<file path="src/rtl/seven_segment_8_rcv.sv">
// Receiver for an 8-digit multiplexed seven-segment bus: debounces the scan and decodes per-digit hex.
// Optional decimal-point capture is enabled by defining SEG_DP_EN.
module seven_segment_8_rcv #(
  parameter int unsigned STABLE_CNT = 2
) (
  input  logic       clk,
  input  logic       rstn,
  input  logic       en,
  input  logic [6:0] seg_n,
  input  logic [7:0] an_n,
`ifdef SEG_DP_EN
  input  logic       dp_n,
  output logic [7:0] Q_dp,
`endif
  output logic [3:0] Q0,
  output logic [3:0] Q1,
  output logic [3:0] Q2,
  output logic [3:0] Q3,
  output logic [3:0] Q4,
  output logic [3:0] Q5,
  output logic [3:0] Q6,
  output logic [3:0] Q7,
  output logic [7:0] dig_valid,
  output logic       frame_done,
  output logic       seg_err,
  output logic       an_err
);

`ifdef SEG_DP_EN
  localparam int SW = 16;
  logic [SW-1:0] sample;
  assign sample = {dp_n, an_n, seg_n};
`else
  localparam int SW = 15;
  logic [SW-1:0] sample;
  assign sample = {an_n, seg_n};
`endif

  logic [SW-1:0] held;
  logic [3:0]    count, count_nxt;
  logic          changed, capture;
  logic [3:0]    low_cnt;
  logic [2:0]    dig_idx;
  logic [7:0]    dig_bit, mask, mask_nxt;
  logic [6:0]    pat;
  logic          hit;
  logic [3:0]    val;
  logic [3:0]    q [8];

  // Map an active-high gfedcba pattern to {hit, hex value}.
  function automatic logic [4:0] decode(input logic [6:0] p);
    case (p)
      7'h3F: decode = {1'b1, 4'h0};
      7'h06: decode = {1'b1, 4'h1};
      7'h5B: decode = {1'b1, 4'h2};
      7'h4F: decode = {1'b1, 4'h3};
      7'h66: decode = {1'b1, 4'h4};
      7'h6D: decode = {1'b1, 4'h5};
      7'h7D: decode = {1'b1, 4'h6};
      7'h07: decode = {1'b1, 4'h7};
      7'h7F: decode = {1'b1, 4'h8};
      7'h6F: decode = {1'b1, 4'h9};
      7'h77: decode = {1'b1, 4'hA};
      7'h7C: decode = {1'b1, 4'hB};
      7'h39: decode = {1'b1, 4'hC};
      7'h5E: decode = {1'b1, 4'hD};
      7'h79: decode = {1'b1, 4'hE};
      7'h71: decode = {1'b1, 4'hF};
      default: decode = 5'h00;
    endcase
  endfunction

  // NOTE: every variable gets a default at the top of always_comb so no path can infer a latch.
  always_comb begin
    changed = (sample != held);
    if (changed)               count_nxt = 4'd1;
    else if (count == 4'd15)   count_nxt = 4'd15;
    else                       count_nxt = count + 4'd1;
    // A saturated, unchanged dwell must not re-trigger the capture.
    capture = en && (count_nxt == 4'(STABLE_CNT)) && (changed || count != 4'd15);

    low_cnt = '0;
    dig_idx = '0;
    for (int i = 0; i < 8; i++) begin
      if (!an_n[i]) begin
        low_cnt = low_cnt + 4'd1;
        dig_idx = 3'(i);
      end
    end
    dig_bit  = 8'b1 << dig_idx;
    mask_nxt = mask | dig_bit;
    pat      = ~seg_n;
    {hit, val} = decode(pat);
  end

  // NOTE: sequential state uses non-blocking assignments so every register sees pre-edge values.
  always_ff @(posedge clk or negedge rstn) begin
    if (!rstn) begin
      // NOTE: the digit value array is reset too, since the outputs must read 0 after reset.
      held       <= '1;
      count      <= '0;
      mask       <= '0;
      q          <= '{default: 4'h0};
      dig_valid  <= '0;
      frame_done <= 1'b0;
      seg_err    <= 1'b0;
      an_err     <= 1'b0;
`ifdef SEG_DP_EN
      Q_dp       <= '0;
`endif
    end else begin
      frame_done <= 1'b0;
      seg_err    <= 1'b0;
      an_err     <= 1'b0;
      if (en) begin
        held  <= sample;
        count <= count_nxt;
      end
      if (capture && low_cnt >= 4'd2) begin
        an_err <= 1'b1;
      end else if (capture && low_cnt == 4'd1) begin
        if (hit) begin
          q[dig_idx]         <= val;
          dig_valid[dig_idx] <= 1'b1;
        end else begin
          dig_valid[dig_idx] <= 1'b0;
          if (pat != 7'h00) seg_err <= 1'b1;
        end
`ifdef SEG_DP_EN
        if (hit || pat == 7'h00) Q_dp[dig_idx] <= ~dp_n;
`endif
        if (mask_nxt == 8'hFF) begin
          frame_done <= 1'b1;
          mask       <= '0;
        end else begin
          mask <= mask_nxt;
        end
      end
    end
  end

  assign Q0 = q[0];
  assign Q1 = q[1];
  assign Q2 = q[2];
  assign Q3 = q[3];
  assign Q4 = q[4];
  assign Q5 = q[5];
  assign Q6 = q[6];
  assign Q7 = q[7];

endmodule

</file>
<file path="config.mk">
export PLATFORM = sky130hd
export DESIGN_NAME = seven_segment_8_rcv
export DESIGN_NICKNAME = d
export VERILOG_FILES = /design/src/rtl/seven_segment_8_rcv.sv
export SDC_FILE = /design/constraint.sdc
export NUM_CORES = 1
export LEC_CHECK = 0
export CAP_MARGIN = 20
export CORE_MARGIN = 4
export CORE_UTILIZATION = 55
export DETAILED_ROUTE_END_ITERATION = 8
export PLACE_DENSITY = 0.86
export SLEW_MARGIN = 20
export SYNTH_ARGS = -nofsm -noshare
export SYNTH_HDL_FRONTEND = slang
export SYNTH_SLANG_ARGS = --single-unit
</file>
<file path="constraint.sdc">
create_clock -name clk -period 4.3 [get_ports clk]
set_clock_uncertainty 0.05 [all_clocks]
set_input_delay 0.86 -clock clk [delete_from_list [all_inputs] [get_ports clk]]
set_output_delay 0.86 -clock clk [all_outputs]
set_load 0.02 [all_outputs]
</file>
======== Yosys cells after proc, flatten, opt, wreduce, memory -nomap -nowiden ========
Cells that the tools add are included.
word-level totals
  bits in registers ....................... 70
  bits of input ports ..................... 18
  output and inout port bits .............. 43
cells by class
  add/subtract/negate cells ............... 8
  order comparisons ....................... 5
  equal/unequal tests ..................... 22
  shift-type cells ........................ 1
  mux-type cells .......................... 33
  bitwise logic cells ..................... 7
  reduce and logical (&&, ||, !) cells .... 10
operator list
  operator             count
  $eq 7x7->1 const B   12
  $pmux 5 s16          1
  $mux 4               10
  $add 4x1->4 const B  8
  $bwmux 32            1
  $mux 3               6
  $mux 8               2
  $or 8x8->8           2
  $ne 15x15->1         1
  $eq 7x3->1 const B   2
  $eq 7x6->1 const B   2
  $demux 4 s3          1
  $mux 1               11
  $and 8x8->8          1
  $eq 8x8->1 const B   1
  $not 8->8            1
  $shl 1x3->8 const A  1
  $not 7->7            1
  $reduce_bool 7->1    1
  $logic_and 1x1->1    6
  $eq 4x1->1 const B   1
  $eq 4x2->1 const B   1
  $eq 4x4->1 const B   1
  $ge 4x2->1 const B   1
  11 further kinds     11

======== Logic depth before layout (Yosys ltp) ========
  word-level depth ........................ 19
  depth in mapped cells ................... 22
  mapped depth without buffers ............ 22

======== Worst setup path before layout ========
OpenSTA, ideal clock, no wires.
  kind .................................... input to register
  from .................................... input an_n[0]
  to ...................................... register (tool-made name)
  data arrival time ....................... 4.848 ns
  required time ........................... 4.125 ns
  setup slack ............................. -0.723 ns
  stages .................................. 21
  path through ............................ inv_1 > ha_1 > buf_4 > xnor2_1 > ha_1 > nor2b_1 > a211o_1 > o21ai_0 > xnor2_1 > o21ai_0 > ha_1 > o21ai_0 > a31o_2 > nand2_1 > ha_1 > xnor3_1 > nor3_4 > o2111a_1 > and3_4 > buf_6 > mux2_4
RTL lines
  item         RTL line  source
  from (decl)  10        input logic [7:0] an_n,

======== Worst setup path in the final report ========
  from .................................... input an_n[1]
  to ...................................... register q, in the netlist Q5[3]
between the ends
  cells in the longest elaborated chain, start to end .. 17
  elaborated cells on any way between the ends .. 39
  those cells by class .................... 6 x add/sub; 3 x order compare; 3 x eq/ne; 18 x mux; 2 x bitwise; 7 x reduce/logical
RTL lines
  item                             RTL line  source
  $mux 4                           85        if (!an_n[i]) begin
  $add 4x1->4                      86        low_cnt = low_cnt + 4'd1;
  $mux 4                           85
  $add 4x1->4                      86
  $mux 4                           85
  $add 4x1->4                      86
  $mux 4                           85
  $add 4x1->4                      86
  $mux 4                           85
  $add 4x1->4                      86
  $mux 4                           85
  $add 4x1->4                      86
  $mux 4                           85
  $ge 4x2->1                       119       if (capture && low_cnt >= 4'd2) begin
  $logic_and 1x1->1                119
  $not 1->1 (no line)              n/a
  $reduce_and 3->1 (no line)       n/a
  to (signal, indexed assignment)  123       q[dig_idx] <= val;
  to (decl)                        48        logic [3:0] q [8];
Several ways; a longest one is shown, not always the timed one.
A chain may end at the register's enable or synchronous reset.

==> metrics.csv <==
metric,value,unit
status,"finished, violations left",
violations,negative setup slack,
synth_top_area_share,32.75,%
rsz0062_at_grt,yes,
peakVddDrop,0.3438,mV
first_pass_iters,7,
required,4.49,ns
ios,61,
gp_congestion,0.9516,
synthArstFlopShare,100.0,%
finalHoldViolCount,0,
p_per_area,310.1,nW/um^2
n_antenna_cell,0,
numCtsBuffers,9,
use_met1,38.42,%
final.min_clock_period,4.782,ns
end_kind,flop,
crit_fanout,4,
layout.nets,549,
cts_tree,done,
die_y,95.42,um
seq_power_share,37.1,%
gr-max-usage-layer,met2,
holdWs,0.4399,ns
htree_levels,3,
cts.clk_slew.worst_paths,0.09,ns
vias,4169,
core_area,7331,sq um
fmax,209.1,MHz
totalWireLength,15.00,mm
switching_share,32.45,%
yosysMostFrequentCell,dfrtp_1,
total_power,1.869,mW
relSlewSlack,47.47,%
combPwrFrac,31.5,%
root_buffer,clkbuf_8,
report.final.slew_viol_count,0,
clkLatencyLatePin,0.37,ns
path_class,primary input to flop,
syn_inst,402,
final_layout_size_suffix_gt1_share,39.54,%
netSwitchingPower,0.6064,mW
ys_warn_count,0,
startpoint_type,primary input,
fin_ws,-0.4817,ns
synth_edf_count,0,
synth_area_leader_cell,dfrtp_1,
yosysSeqAreaShare,42.13,%
cap_viol_max_count,0,
dp_hpwl,8.140,mm
area_delta_synth_final,43.41,%
cp.arrival,4.97,ns
die_x,95.42,um
port_buffers,60,
die-area,9104,sq um
viasPerCell,6.670,
setup_viol,50,
holdCritPathClass,primary input to async pin,
synth_flop_cell,dfrtp_1,
syn_nets,430,
antenna_found_initial,0,
post_drt_wl_per_cell,23.99,um
p_leak,2.624,nW
cts_num_sinks,70,
drtIter0Drc,467,
grt_pass1_vias,3975,
final.period_utilization,111.2,%
tightest_slew,0.7862,ns
overflow,0,
drc,0,
track_usage,30.79,%
grt_use_met3,6.314,%
synth_commonest_cells,"55 x dfrtp_1, 35 x mux2_2, 23 x nand2_1, 22 x o21ai_0, 18 x a21oi_1",
synth-seq-cells,70,
internal-power,1.262,mW
synth_cell_type_count,70,
synth_area_leaders,"dfrtp_1 33%, dfstp_2 9.4%, mux2_2 9.4%",
clkPwrFrac,31.4,%
grt_max_degree,49,
rows,31,
postSynthAreaPerCell,10.45,sq um
grt_pass1_wl,21.02,mm
drtAntennaViolNets,0,
start_util,57.33,%
met2_usage,51.55,%
clockBufferDepth,2,
synth_area,4203,sq um
-- area by class of cell --
type | count | area [sq um]
clock inverters | 6 | 68.82
flip-flops and latches | 70 | 1770
inverters | 13 | 71.32
multi-input cells | 295 | 2654
repair buffers | 132 | 1201
well taps | 99 | 123.9
clock buffers | 10 | 137.6
fillers | 355 | 1304
-- final timing paths --
| check | start | to | slack, ns | depth (start not counted) |
|---|---|---|---|---|
| min in group clk | Q1[1]$_DFFE_PN0P_ | Q1[1]$_DFFE_PN0P_ | 0.47 | 1 |
| min | rstn | Q0[2]$_DFFE_PN0P_ | 0.44 | 1 |
| max reg2reg | count[0]$_DFFE_PN0P_ | Q5[0]$_DFFE_PN0P_ | 1.14 | 8 |
| max in group asynchronous | rstn | held[6]$_DFFE_PN1P_ | 2.94 | 2 |
| max | an_n[1] | Q5[3]$_DFFE_PN0P_ | -0.48 | 23 |
| min reg2reg | Q1[1]$_DFFE_PN0P_ | Q1[1]$_DFFE_PN0P_ | 0.47 | 1 |
-- kinds of logic (layout without fill, tap and decap cells) --
group,count (synthesis),count (layout),synth area share [%]
flip-flops,70,70,42.13
XOR/XNOR,33,33,8.782
AND/OR/NAND/NOR,121,121,16.70
adder cells (fa/ha/maj),10,10,2.977
buffers and inverters,37,161,3.870
AO/OA/AOI/OAI,92,92,15.09
multiplexers,39,39,10.45
-- critical path: stages --
cell and delay, ns:
buf_6 0.12, buf_4 0.14, ha_1 0.20, nand2b_1 0.10, a21boi_2 0.18, xnor2_1 0.09, o21ai_2 0.21, ha_4 0.24
xnor2_2 0.14, nor2_1 0.06, a21oi_1 0.14, nor2_1 0.07, a21oi_1 0.14, ha_2 0.19, nor2b_4 0.13, xnor3_1 0.24
buf_4 0.14, xnor3_1 0.39, nor3_4 0.29, buf_4 0.20, o211ai_1 0.18, o31ai_1 0.38, o21ai_2 0.13
-- power groups by stage --
stage          clock network (mW)  logic (mW)  registers, mW
2_1_floorplan                   0       0.278          0.703
3_3_place_gp                    0       0.414          0.703
3_5_place_dp                    0       0.430          0.705
4_1_cts                     0.563       0.501          0.693
5_1_grt                     0.609       0.618          0.695
6_report                    0.588       0.588          0.693
-- what timing repair did --
item,in CTS,in global routing
endpoints found under the setup margin,51,51
pin swaps,24,19
hold buffers,0,0
endpoints found under the hold margin,0,0
gates resized for setup,45,45
buffers inserted,17,9
-- routing by layer --
layer	up-vias	wire length, um
met5	-	0
met4	0	763
met3	87	1370
met2	338	7389
met1	2034	5472
li1	1710	-
-- layout by cell type, fill, tap and decap left out, types with 4 or more instances in the layout --
| master | synthesis | final |
|---|---|---|
| xor2_1 | 13 | 13 |
| nand3_4 | 0 | 6 |
| nand4_1 | 7 | 7 |
| dfstp_2 | 15 | 15 |
| o21ai_2 | 1 | 5 |
| a21oi_1 | 18 | 14 |
| mux2_4 | 1 | 10 |
| dfrtp_1 | 55 | 55 |
| nand3b_1 | 5 | 5 |
| nand2b_1 | 7 | 7 |
| clkdlybuf4s50_1 | 0 | 55 |
| mux2_2 | 35 | 26 |
| nor2_1 | 16 | 16 |
| inv_1 | 11 | 8 |
| clkbuf_8 | 0 | 10 |
| buf_4 | 1 | 61 |
| nor3_1 | 6 | 6 |
| nand3_1 | 12 | 6 |
| o21ai_0 | 22 | 11 |
| ha_1 | 10 | 5 |
| o21a_1 | 5 | 5 |
| xnor2_1 | 14 | 9 |
| ha_4 | 0 | 4 |
| nand2_1 | 23 | 21 |
| xnor2_2 | 0 | 4 |
| buf_6 | 2 | 12 |
| o21ai_1 | 2 | 8 |
| nor4_1 | 7 | 7 |
| a22o_1 | 12 | 12 |
-- stage by stage --
| step | setup WS (ns) | instances | utilization, % | cell area [sq um] | setup TNS (ns) |
|---|---|---|---|---|---|
| after global routing | -0.6040 | 625 | 82.22 | 6027 | -25.79 |
| after detailed placement | -1.247 | 586 | 72.49 | 5314 | -56.50 |
| after CTS | -0.3956 | 618 | 78.80 | 5777 | -12.98 |
| final | -0.4817 | 625 | 82.22 | 6027 | -18.93 |
| after global placement | -1.065 | 586 | 72.49 | 5314 | -47.96 |
| after floorplan | -0.4981 | 402 | - | 4347 | -13.65 |
Note: power is estimated with default switching activity, not from simulation.
